`config.mk`:
```
export PLATFORM = sky130hd
export DESIGN_NAME = dbus_wb_bridge_flat
export DESIGN_NICKNAME = d
export VERILOG_FILES = /design/src/rtl/dbus_wb_bridge_if.sv /design/src/rtl/dbus_wb_bridge.sv /design/src/flat_wrapper.sv
export SDC_FILE = /design/constraint.sdc
export NUM_CORES = 1
export LEC_CHECK = 0
export ABC_CLOCK_PERIOD_IN_PS = 1900
export CAP_MARGIN = 30
export CORE_MARGIN = 1.5
export CORE_UTILIZATION = 37
export CTS_CLUSTER_SIZE = 30
export DETAILED_ROUTE_END_ITERATION = 8
export PLACE_DENSITY_LB_ADDON = 0.1
export REMOVE_ABC_BUFFERS = 1
export SKIP_CTS_REPAIR_TIMING = 1
export SLEW_MARGIN = 5
export SYNTH_ARGS = -nofsm -noshare
export SYNTH_HDL_FRONTEND = slang
export SYNTH_SLANG_ARGS = --single-unit
```
`constraint.sdc`:
```
create_clock -name i_clk -period 1.9 [get_ports i_clk]
set_clock_uncertainty 0.05 [all_clocks]
set_input_delay 0.38 -clock i_clk [delete_from_list [all_inputs] [get_ports i_clk]]
set_output_delay 0.38 -clock i_clk [all_outputs]
set_load 0.05 [all_outputs]
```
`src/rtl/dbus_wb_bridge_if.sv`:
```
// rtl/dbus_wb_bridge_if.sv - CPU data-bus and Wishbone signal bundle for dbus_wb_bridge
interface dbus_wb_bridge_if;
    logic [31:0] dbus_addr;
    logic [3:0]  dbus_be;
    logic        dbus_wr_en;
    logic [31:0] dbus_wr_data;
    logic        dbus_rd_en;
    logic [31:0] dbus_rd_data;
    logic        dbus_busy;
    logic        dbus_ack;
    logic [31:0] wb_adr_o;
    logic [31:0] wb_dat_o;
    logic [3:0]  wb_sel_o;
    logic        wb_we_o;
    logic        wb_cyc_o;
    logic        wb_stb_o;
    logic [31:0] wb_dat_i;
    logic        wb_ack_i;
    logic        wb_err_i;
    logic        o_bus_err;

    modport slave (
        input  dbus_addr, dbus_be, dbus_wr_en, dbus_wr_data, dbus_rd_en,
        output dbus_rd_data, dbus_busy, dbus_ack,
        output wb_adr_o, wb_dat_o, wb_sel_o, wb_we_o, wb_cyc_o, wb_stb_o,
        input  wb_dat_i, wb_ack_i, wb_err_i,
        output o_bus_err
    );

    modport master (
        output dbus_addr, dbus_be, dbus_wr_en, dbus_wr_data, dbus_rd_en,
        input  dbus_rd_data, dbus_busy, dbus_ack,
        input  wb_adr_o, wb_dat_o, wb_sel_o, wb_we_o, wb_cyc_o, wb_stb_o,
        output wb_dat_i, wb_ack_i, wb_err_i,
        input  o_bus_err
    );
endinterface

```
`src/rtl/dbus_wb_bridge.sv`:
```
// rtl/dbus_wb_bridge.sv - CPU data bus to Wishbone B4 classic single-cycle bridge with timeout watchdog
module dbus_wb_bridge #(
    parameter int unsigned p_timeout      = 255,
    parameter logic [31:0] p_err_rd_value = 32'hDEADBEEF
) (
    input  logic             i_clk,
    input  logic             i_rstn,
    dbus_wb_bridge_if.slave  bus
);

    typedef enum logic [1:0] {
        ST_IDLE = 2'd0,
        ST_BUS  = 2'd1,
        ST_DONE = 2'd2
    } state_t;

    localparam logic [15:0] c_limit = 16'(p_timeout - 1);

    state_t      state_q, state_d;
    logic [15:0] cnt_q, cnt_d;
    logic        err_q, err_d;
    logic [31:0] adr_q, adr_d;
    logic [31:0] dat_q, dat_d;
    logic [3:0]  sel_q, sel_d;
    logic        we_q, we_d;
    logic [31:0] rd_data_q, rd_data_d;

    logic req;
    logic timeout_hit;

    assign req         = bus.dbus_wr_en | bus.dbus_rd_en;
    assign timeout_hit = (p_timeout != 0) && (cnt_q == c_limit);

    always_ff @(posedge i_clk) begin
        if (!i_rstn) begin
            state_q   <= ST_IDLE;
            cnt_q     <= '0;
            err_q     <= 1'b0;
            adr_q     <= '0;
            dat_q     <= '0;
            sel_q     <= '0;
            we_q      <= 1'b0;
            rd_data_q <= '0;
        end else begin
            state_q   <= state_d;
            cnt_q     <= cnt_d;
            err_q     <= err_d;
            adr_q     <= adr_d;
            dat_q     <= dat_d;
            sel_q     <= sel_d;
            we_q      <= we_d;
            rd_data_q <= rd_data_d;
        end
    end

    // Write wins over a simultaneous read: we_d takes wr_en directly.
    always_comb begin
        state_d   = state_q;
        cnt_d     = cnt_q;
        err_d     = err_q;
        adr_d     = adr_q;
        dat_d     = dat_q;
        sel_d     = sel_q;
        we_d      = we_q;
        rd_data_d = rd_data_q;
        case (state_q)
            ST_IDLE: begin
                if (req) begin
                    adr_d   = bus.dbus_addr;
                    dat_d   = bus.dbus_wr_data;
                    sel_d   = bus.dbus_be;
                    we_d    = bus.dbus_wr_en;
                    state_d = ST_BUS;
                end
            end
            ST_BUS: begin
                cnt_d = cnt_q + 16'd1;
                if (bus.wb_err_i || (!bus.wb_ack_i && timeout_hit)) begin
                    err_d   = 1'b1;
                    state_d = ST_DONE;
                    if (!we_q) rd_data_d = p_err_rd_value;
                end else if (bus.wb_ack_i) begin
                    state_d = ST_DONE;
                    if (!we_q) rd_data_d = bus.wb_dat_i;
                end
            end
            ST_DONE: begin
                cnt_d   = '0;
                err_d   = 1'b0;
                state_d = ST_IDLE;
            end
            default: state_d = ST_IDLE;
        endcase
    end

    always_comb begin
        bus.dbus_busy    = (state_q != ST_IDLE);
        bus.dbus_ack     = (state_q == ST_DONE);
        bus.o_bus_err    = (state_q == ST_DONE) && err_q;
        bus.wb_cyc_o     = (state_q == ST_BUS);
        bus.wb_stb_o     = (state_q == ST_BUS);
        bus.wb_adr_o     = adr_q;
        bus.wb_dat_o     = dat_q;
        bus.wb_sel_o     = sel_q;
        bus.wb_we_o      = we_q;
        bus.dbus_rd_data = rd_data_q;
    end

endmodule

```
`src/flat_wrapper.sv`:
```
// flat-port wrapper written by rule: the top's interface ports become plain ports
module dbus_wb_bridge_flat 
#(
    parameter int unsigned p_timeout      = 255,
    parameter logic [31:0] p_err_rd_value = 32'hDEADBEEF
)
  (i_clk, i_rstn, bus_dbus_addr, bus_dbus_be, bus_dbus_wr_en, bus_dbus_wr_data, bus_dbus_rd_en, bus_dbus_rd_data, bus_dbus_busy, bus_dbus_ack, bus_wb_adr_o, bus_wb_dat_o, bus_wb_sel_o, bus_wb_we_o, bus_wb_cyc_o, bus_wb_stb_o, bus_wb_dat_i, bus_wb_ack_i, bus_wb_err_i, bus_o_bus_err);
  dbus_wb_bridge_if bus_i ();
  input  logic i_clk;
  input  logic i_rstn;
  input wire logic [$bits(bus_i.dbus_addr)-1:0] bus_dbus_addr;
  input wire logic [$bits(bus_i.dbus_be)-1:0] bus_dbus_be;
  input wire logic [$bits(bus_i.dbus_wr_en)-1:0] bus_dbus_wr_en;
  input wire logic [$bits(bus_i.dbus_wr_data)-1:0] bus_dbus_wr_data;
  input wire logic [$bits(bus_i.dbus_rd_en)-1:0] bus_dbus_rd_en;
  output wire logic [$bits(bus_i.dbus_rd_data)-1:0] bus_dbus_rd_data;
  output wire logic [$bits(bus_i.dbus_busy)-1:0] bus_dbus_busy;
  output wire logic [$bits(bus_i.dbus_ack)-1:0] bus_dbus_ack;
  output wire logic [$bits(bus_i.wb_adr_o)-1:0] bus_wb_adr_o;
  output wire logic [$bits(bus_i.wb_dat_o)-1:0] bus_wb_dat_o;
  output wire logic [$bits(bus_i.wb_sel_o)-1:0] bus_wb_sel_o;
  output wire logic [$bits(bus_i.wb_we_o)-1:0] bus_wb_we_o;
  output wire logic [$bits(bus_i.wb_cyc_o)-1:0] bus_wb_cyc_o;
  output wire logic [$bits(bus_i.wb_stb_o)-1:0] bus_wb_stb_o;
  input wire logic [$bits(bus_i.wb_dat_i)-1:0] bus_wb_dat_i;
  input wire logic [$bits(bus_i.wb_ack_i)-1:0] bus_wb_ack_i;
  input wire logic [$bits(bus_i.wb_err_i)-1:0] bus_wb_err_i;
  output wire logic [$bits(bus_i.o_bus_err)-1:0] bus_o_bus_err;
  assign bus_i.dbus_addr = bus_dbus_addr;
  assign bus_i.dbus_be = bus_dbus_be;
  assign bus_i.dbus_wr_en = bus_dbus_wr_en;
  assign bus_i.dbus_wr_data = bus_dbus_wr_data;
  assign bus_i.dbus_rd_en = bus_dbus_rd_en;
  assign bus_dbus_rd_data = bus_i.dbus_rd_data;
  assign bus_dbus_busy = bus_i.dbus_busy;
  assign bus_dbus_ack = bus_i.dbus_ack;
  assign bus_wb_adr_o = bus_i.wb_adr_o;
  assign bus_wb_dat_o = bus_i.wb_dat_o;
  assign bus_wb_sel_o = bus_i.wb_sel_o;
  assign bus_wb_we_o = bus_i.wb_we_o;
  assign bus_wb_cyc_o = bus_i.wb_cyc_o;
  assign bus_wb_stb_o = bus_i.wb_stb_o;
  assign bus_i.wb_dat_i = bus_wb_dat_i;
  assign bus_i.wb_ack_i = bus_wb_ack_i;
  assign bus_i.wb_err_i = bus_wb_err_i;
  assign bus_o_bus_err = bus_i.o_bus_err;
  dbus_wb_bridge #(.p_timeout(p_timeout), .p_err_rd_value(p_err_rd_value)) u_core (.i_clk(i_clk), .i_rstn(i_rstn), .bus(bus_i));
endmodule
```
==> results of run 1 <==
## worst max path at each step
stage                                   startpoint                                  endpoint
2_1_floorplan       u_core.state_q[0]$_SDFFE_PN0P_       u_core.bus.wb_adr_o[0]$_SDFFE_PN0P_
3_3_place_gp                          bus_wb_err_i  u_core.bus.dbus_rd_data[23]$_SDFFE_PN0P_
3_5_place_dp                          bus_wb_err_i   u_core.bus.dbus_rd_data[0]$_SDFFE_PN0P_
4_1_cts        u_core.bus.wb_adr_o[0]$_SDFFE_PN0P_                           bus_wb_adr_o[0]
5_1_grt             u_core.state_q[0]$_SDFFE_PN0P_                             bus_o_bus_err
6_report            u_core.state_q[0]$_SDFFE_PN0P_                             bus_o_bus_err
## flip-flops by register name, summed over array words and instances, names as in the netlist
| signal | count |
|---|---|
| u_core.bus.dbus_rd_data | 32 |
| u_core.bus.wb_adr_o | 32 |
| u_core.bus.wb_dat_o | 32 |
| u_core.bus.wb_sel_o | 4 |
| u_core.bus.wb_we_o | 1 |
| u_core.cnt_q | 16 |
| u_core.err_q | 1 |
| u_core.state_q | 2 |
## metal layers
layer,global-route usage [%],part of all wire (%),routed length [um],up-vias
met4,7.33,1.8,228,0
met2,32.9,47,6100,171
met3,6.80,7.5,978,18
met5,0,0,0,-
li1,-,-,-,2189
met1,24.2,44,5710,2017
## worst max-delay path: cells and delay by family (launching register included)
| family | cells | cell delay (ps) |
|---|---|---|
| buffers and inverters | 2 | 250 |
| DFF | 1 | 310 |
| adders and majority gates | 1 | 270 |
| and+or+nand+nor | 1 | 200 |
## power breakdown
group,internal [mW],leakage (nW),switching [mW],total [mW]
Clock,1.87,0.263,1.03,2.90
Combinational,0.836,2.33,1.37,2.20
Sequential,2.75,0.984,0.118,2.87
Total,5.46,3.58,2.51,7.97
## logic make-up after synthesis
kind of cell	share of synthesized area, %
XOR/XNOR	2.13
flip-flops	53.2
AO/OA/AOI/OAI	19.7
buffers and inverters	4.35
adder cells (fa/ha/maj)	1.39
AND/OR/NAND/NOR	19.3
## cell usage after synthesis, drive strengths merged, types with 6 or more instances
cell type  instances
a211oi             9
a21oi             90
buf               14
clkbuf            22
dfxtp            120
inv                6
nand2            146
nand4              7
nor2              16
o221a             25
xnor2              6
## layout make-up
type	instances	area (um2)	area share, %
clock buffer	25	485	6.51
multi-input combinational	344	1950	26.2
inverter	7	26.3	0.352
clock inverter	4	45.0	0.604
sequential	120	2400	32.2
tap	147	184	2.47
timing repair buffer	235	2360	31.7
## stage by stage
stage / instances / setup slack, ps / setup TNS (ps) / total power [mW]
after global placement: 852 / -93.7 / -2230 / 5.10
after CTS: 881 / -108 / -3290 / 8.06
after detailed placement: 852 / -121 / -2820 / 5.13
after floorplan: 471 / -1470 / -131150 / 4.21
after global routing: 882 / -51.4 / -115 / 8.33
final: 882 / 29.7 / 0 / 7.97
==> results.yml, run 1 <==
sta:
  setup_viol: 0
  period_share_pct: 98.4
  layout_min_cycle_time_ps: 1870
  drv_slew: 0
  max_slew_margin_pct: 58.6
  max_clock_freq_ghz: 0.535
  rsz0062_at_grt: "yes"
  hold_viol_final: 0
  whs_ps: 398
  tightest_slew_ps: 619
floorplanning:
  placeableCoreArea_mm2: 0.0120
  die_h_um: 113
  row_count: 40
  die_area_mm2: 0.0129
  start_util_pct: 37.8
  die_w_um: 113
  ios: 212
setup_path:
  crit_slowest_cell: "dfxtp_1"
  reg2reg_slack_ps: 60
  start_kind: "register"
  rr_endpoint: "u_core.cnt_q[14]$_SDFFE_PN0P_"
  slowest_delay_ps: 310
  critPathKind: "reg2out"
  cp_data_required_time_ps: 1470
  crit_path_end_kind: "output pin"
  reg2regPathDepth: 6
  arrival_ps: 1440
  crit_chain: "inv_1 -> ha_2 -> and2_1 -> buf_12"
  r2r_start: "u_core.state_q[1]$_SDFFE_PN0P_"
  critPathMaxFanout: 5
clock_tree:
  clk_latency_ps: 410
  numCtsBuffers: 17
  htreeDepth: 4
  clk_path_buf_depth: 2
  cts.sinks: 120
  clk_root_buffer_cell: "clkbuf_16"
  clkTransAtPathRegs_ps: 50
  cts_tree: "done"
cells_and_area:
  antenna_cells: 0
  layout_commonest_cell: "nand2_1"
  drive_above_1_share_pct: 21.4
  num-nets-final: 836
  area_delta_synth_final_pct: 65.1
  final_area_mm2: 0.00746
  final_core_util_pct: 62.3
  num-fill-cells: 1018
  final_cell_mix: "nand2_1, dfxtp_1, clkdlybuf4s50_1"
global_routing:
  grt_max_degree: 70
  grt_pass1_vias: 4137
  grt-ovfl-total: 0
  grt_first_pass_wirelength_um: 20200
  antenna_found_initial: 0
  grtUsageTotal_pct: 19.9
synth:
  synth-async-reset-ratio_pct: 0
  synth_warnings: 0
  synth-edff-count: 0
  syn_area_per_cell_um2: 8.91
  ys.flop_type: "dfxtp_1"
  synthTopCellsByArea: "dfxtp_1, nand2_1, a21oi_1"
  synth_top_area_share_pct: 53.2
  ys_seq_area_share_pct: 53.2
  syn_area_mm2: 0.00452
  synth_cells: 507
  synth_largest_area_cell: "dfxtp_1"
  ys_ff_latch: 120
  yosysUniqueCellTypes: 43
drt:
  drt.antenna.violating_nets: 0
  initialDrtViolationCount: 232
  routed_via_density: 4.98
  wl_um: 13000
  avgRoutedWirePerCell_um: 14.8
  num_vias: 4395
  firstDrtPassIters: 4
  remaining_drc_errors: 0
power_and_ir_drop:
  leakage_nw: 3.58
  power_density_mw_per_mm2: 1070
  ir_drop_v: 0.000430
worst_hold_path:
  min_path_type: "reg2reg"
  hp-start: "u_core.bus.wb_adr_o[25]$_SDFFE_PN0P_"
  holdPathStages: 2
  whs_endpoint: "u_core.bus.wb_adr_o[25]$_SDFFE_PN0P_"
place:
  hpwl_um: 9170
  gp_congestion: 0.755
  placed_cell_area_mm2: 0.00681
  io_buffers: 211
outcome:
  status: "finished, final reports clean"
run:
  max_cap_viol_count: 0
Power figures use the tool's default switching activity.
==> inputs of run 2 (changes only) <==
--- a/config.mk
+++ b/config.mk
@@ -6,7 +6,6 @@
 export NUM_CORES = 1
 export LEC_CHECK = 0
 export ABC_CLOCK_PERIOD_IN_PS = 1900
-export CAP_MARGIN = 30
 export CORE_MARGIN = 1.5
 export CORE_UTILIZATION = 37
 export CTS_CLUSTER_SIZE = 30
==> results of run 2 <==
No change in the layout: final DEF, timing and power equal those of run 1.
==> inputs of run 3 (changes only) <==
==> constraint.sdc (replaced) <==
create_clock -name i_clk -period 1.9 [get_ports i_clk]
set_clock_uncertainty 0.05 [all_clocks]
set_input_delay 0.38 -clock i_clk [delete_from_list [all_inputs] [get_ports i_clk]]
set_output_delay 0.38 -clock i_clk [all_outputs]
set_load 0.1 [all_outputs]
==> results.yml, run 3 (synthesized netlist as in run 1, its figures left out) <==
outcome:
  status: "finished, final reports clean"
clock_tree:
  clk_latency_ps: 410
  clkTransAtPathRegs_ps: 50
  cts_tree: "done"
  clk_path_buf_depth: 2
  htreeDepth: 4
  cts.sinks: 120
  numCtsBuffers: 17
  clk_root_buffer_cell: "clkbuf_16"
drt:
  drt.antenna.violating_nets: 0
  num_vias: 4469
  remaining_drc_errors: 0
  routed_via_density: 5.04
  initialDrtViolationCount: 225
  wl_um: 14500
  firstDrtPassIters: 6
  avgRoutedWirePerCell_um: 16.3
cells_and_area:
  area_delta_synth_final_pct: 89.1
  final_cell_mix: "nand2_1, dfxtp_1, buf_12"
  num-nets-final: 839
  drive_above_1_share_pct: 26.6
  layout_commonest_cell: "nand2_1"
  antenna_cells: 0
setup_path:
  crit_path_end_kind: "output pin"
  crit_chain: "inv_1 -> ha_1 -> inv_2 -> buf_12"
  arrival_ps: 1450
  cp_data_required_time_ps: 1470
  critPathKind: "reg2out"
  path_buf_inv: 3
  crit_slowest_cell: "dfxtp_1"
  critPathMaxFanout: 4
  start_kind: "register"
  path_delay_family: "buffers and inverters"
  slowest_delay_ps: 350
floorplanning:
  start_util_pct: 37.8
  die_w_um: 113
  placeableCoreArea_mm2: 0.0120
  row_count: 40
  ios: 212
  die_area_mm2: 0.0129
  die_h_um: 113
sta:
  rsz0062_at_grt: "yes"
  tightest_slew_ps: 394
  whs_ps: 439
  max_slew_margin_pct: 73.6
  period_share_pct: 99.0
  layout_min_cycle_time_ps: 1880
  drv_slew: 0
  max_clock_freq_ghz: 0.532
  setup_viol: 0
  hold_viol_final: 0
  setup_ws_ps: 19.3
power_and_ir_drop:
  internal_power_mw: 5.87
  ir_drop_v: 0.000648
  p_comb_share_pct: 38.0
  sequentialPowerShare_pct: 31.9
  power_density_mw_per_mm2: 1100
  switchingPower_mw: 3.50
  pwr-share-clk_pct: 30.1
  leakage_nw: 3.37
  sw_frac_of_total_pct: 37.4
global_routing:
  grt-ovfl-total: 0
  grtUsageTotal_pct: 22.5
  grt_pass1_vias: 4461
  grt_first_pass_wirelength_um: 22700
  grt_max_degree: 70
  antenna_found_initial: 0
run:
  max_cap_viol_count: 0
place:
  gp_congestion: 0.769
  hpwl_um: 10300
  place_ws_ps: -165
  io_buffers: 211
worst_hold_path:
  min_path_type: "reg2reg"
## run 3: power groups by stage
stage / sequential [mW] / clock (mW) / combinational, mW
after floorplan: 4.42 / 0 / 0.618
after global placement: 3.02 / 0 / 3.50
after detailed placement: 3.04 / 0 / 3.55
after CTS: 2.99 / 2.88 / 3.56
after global routing: 3.02 / 2.99 / 3.69
final: 2.99 / 2.82 / 3.56
## run 3: cell type report
class	count	area [um2]
Timing Repair Buffer	237	3440
Clock buffer	28	507
Multi-Input combinational cell	345	1960
Clock inverter	3	15.0
Fill cell	885	3420
Inverter	7	26.3
Tap cell	147	184
Sequential cell	120	2400
## run 3: final timing paths
check	from	to	slack, ps	cells after the start
setup / recovery	u_core.state_q[0]$_SDFFE_PN0P_	bus_dbus_busy	20	4
hold / removal	u_core.bus.wb_dat_o[21]$_SDFFE_PN0P_	u_core.bus.wb_dat_o[21]$_SDFFE_PN0P_	440	2
setup reg to reg	u_core.cnt_q[8]$_SDFFE_PN0P_	u_core.state_q[0]$_SDFFE_PN0P_	60	5
hold reg to reg	u_core.bus.wb_dat_o[21]$_SDFFE_PN0P_	u_core.bus.wb_dat_o[21]$_SDFFE_PN0P_	440	2
## run 3: metal layers
metal / routed length [um] / vias up / track usage [%]
li1: - / 2197 / -
met1: 5860 / 2089 / 24.8
met2: 7260 / 167 / 39.7
met3: 1130 / 16 / 8.82
met4: 212 / 0 / 7.33
met5: 0 / - / 0
## run 3: through the flow
step / TNS (ps) / utilization [%] / instance area, um2 / std cells / total power [mW]
floorplan: -179900 / - / 4350 / 471 / 5.04
global placement: -1950 / 66.7 / 7980 / 853 / 6.53
detailed placement: -3900 / 66.7 / 7980 / 853 / 6.58
CTS: -142 / 71.1 / 8500 / 884 / 9.43
global route: -103 / 71.4 / 8540 / 887 / 9.70
finish: 0 / 71.4 / 8540 / 887 / 9.37
## run 3: worst register-to-register path, stage by stage (launching register included)
cell	delay [ps]
dfxtp_1	350
nor4_4	340
nand4_2	260
buf_4	230
a31o_2	240
a221oi_1	270
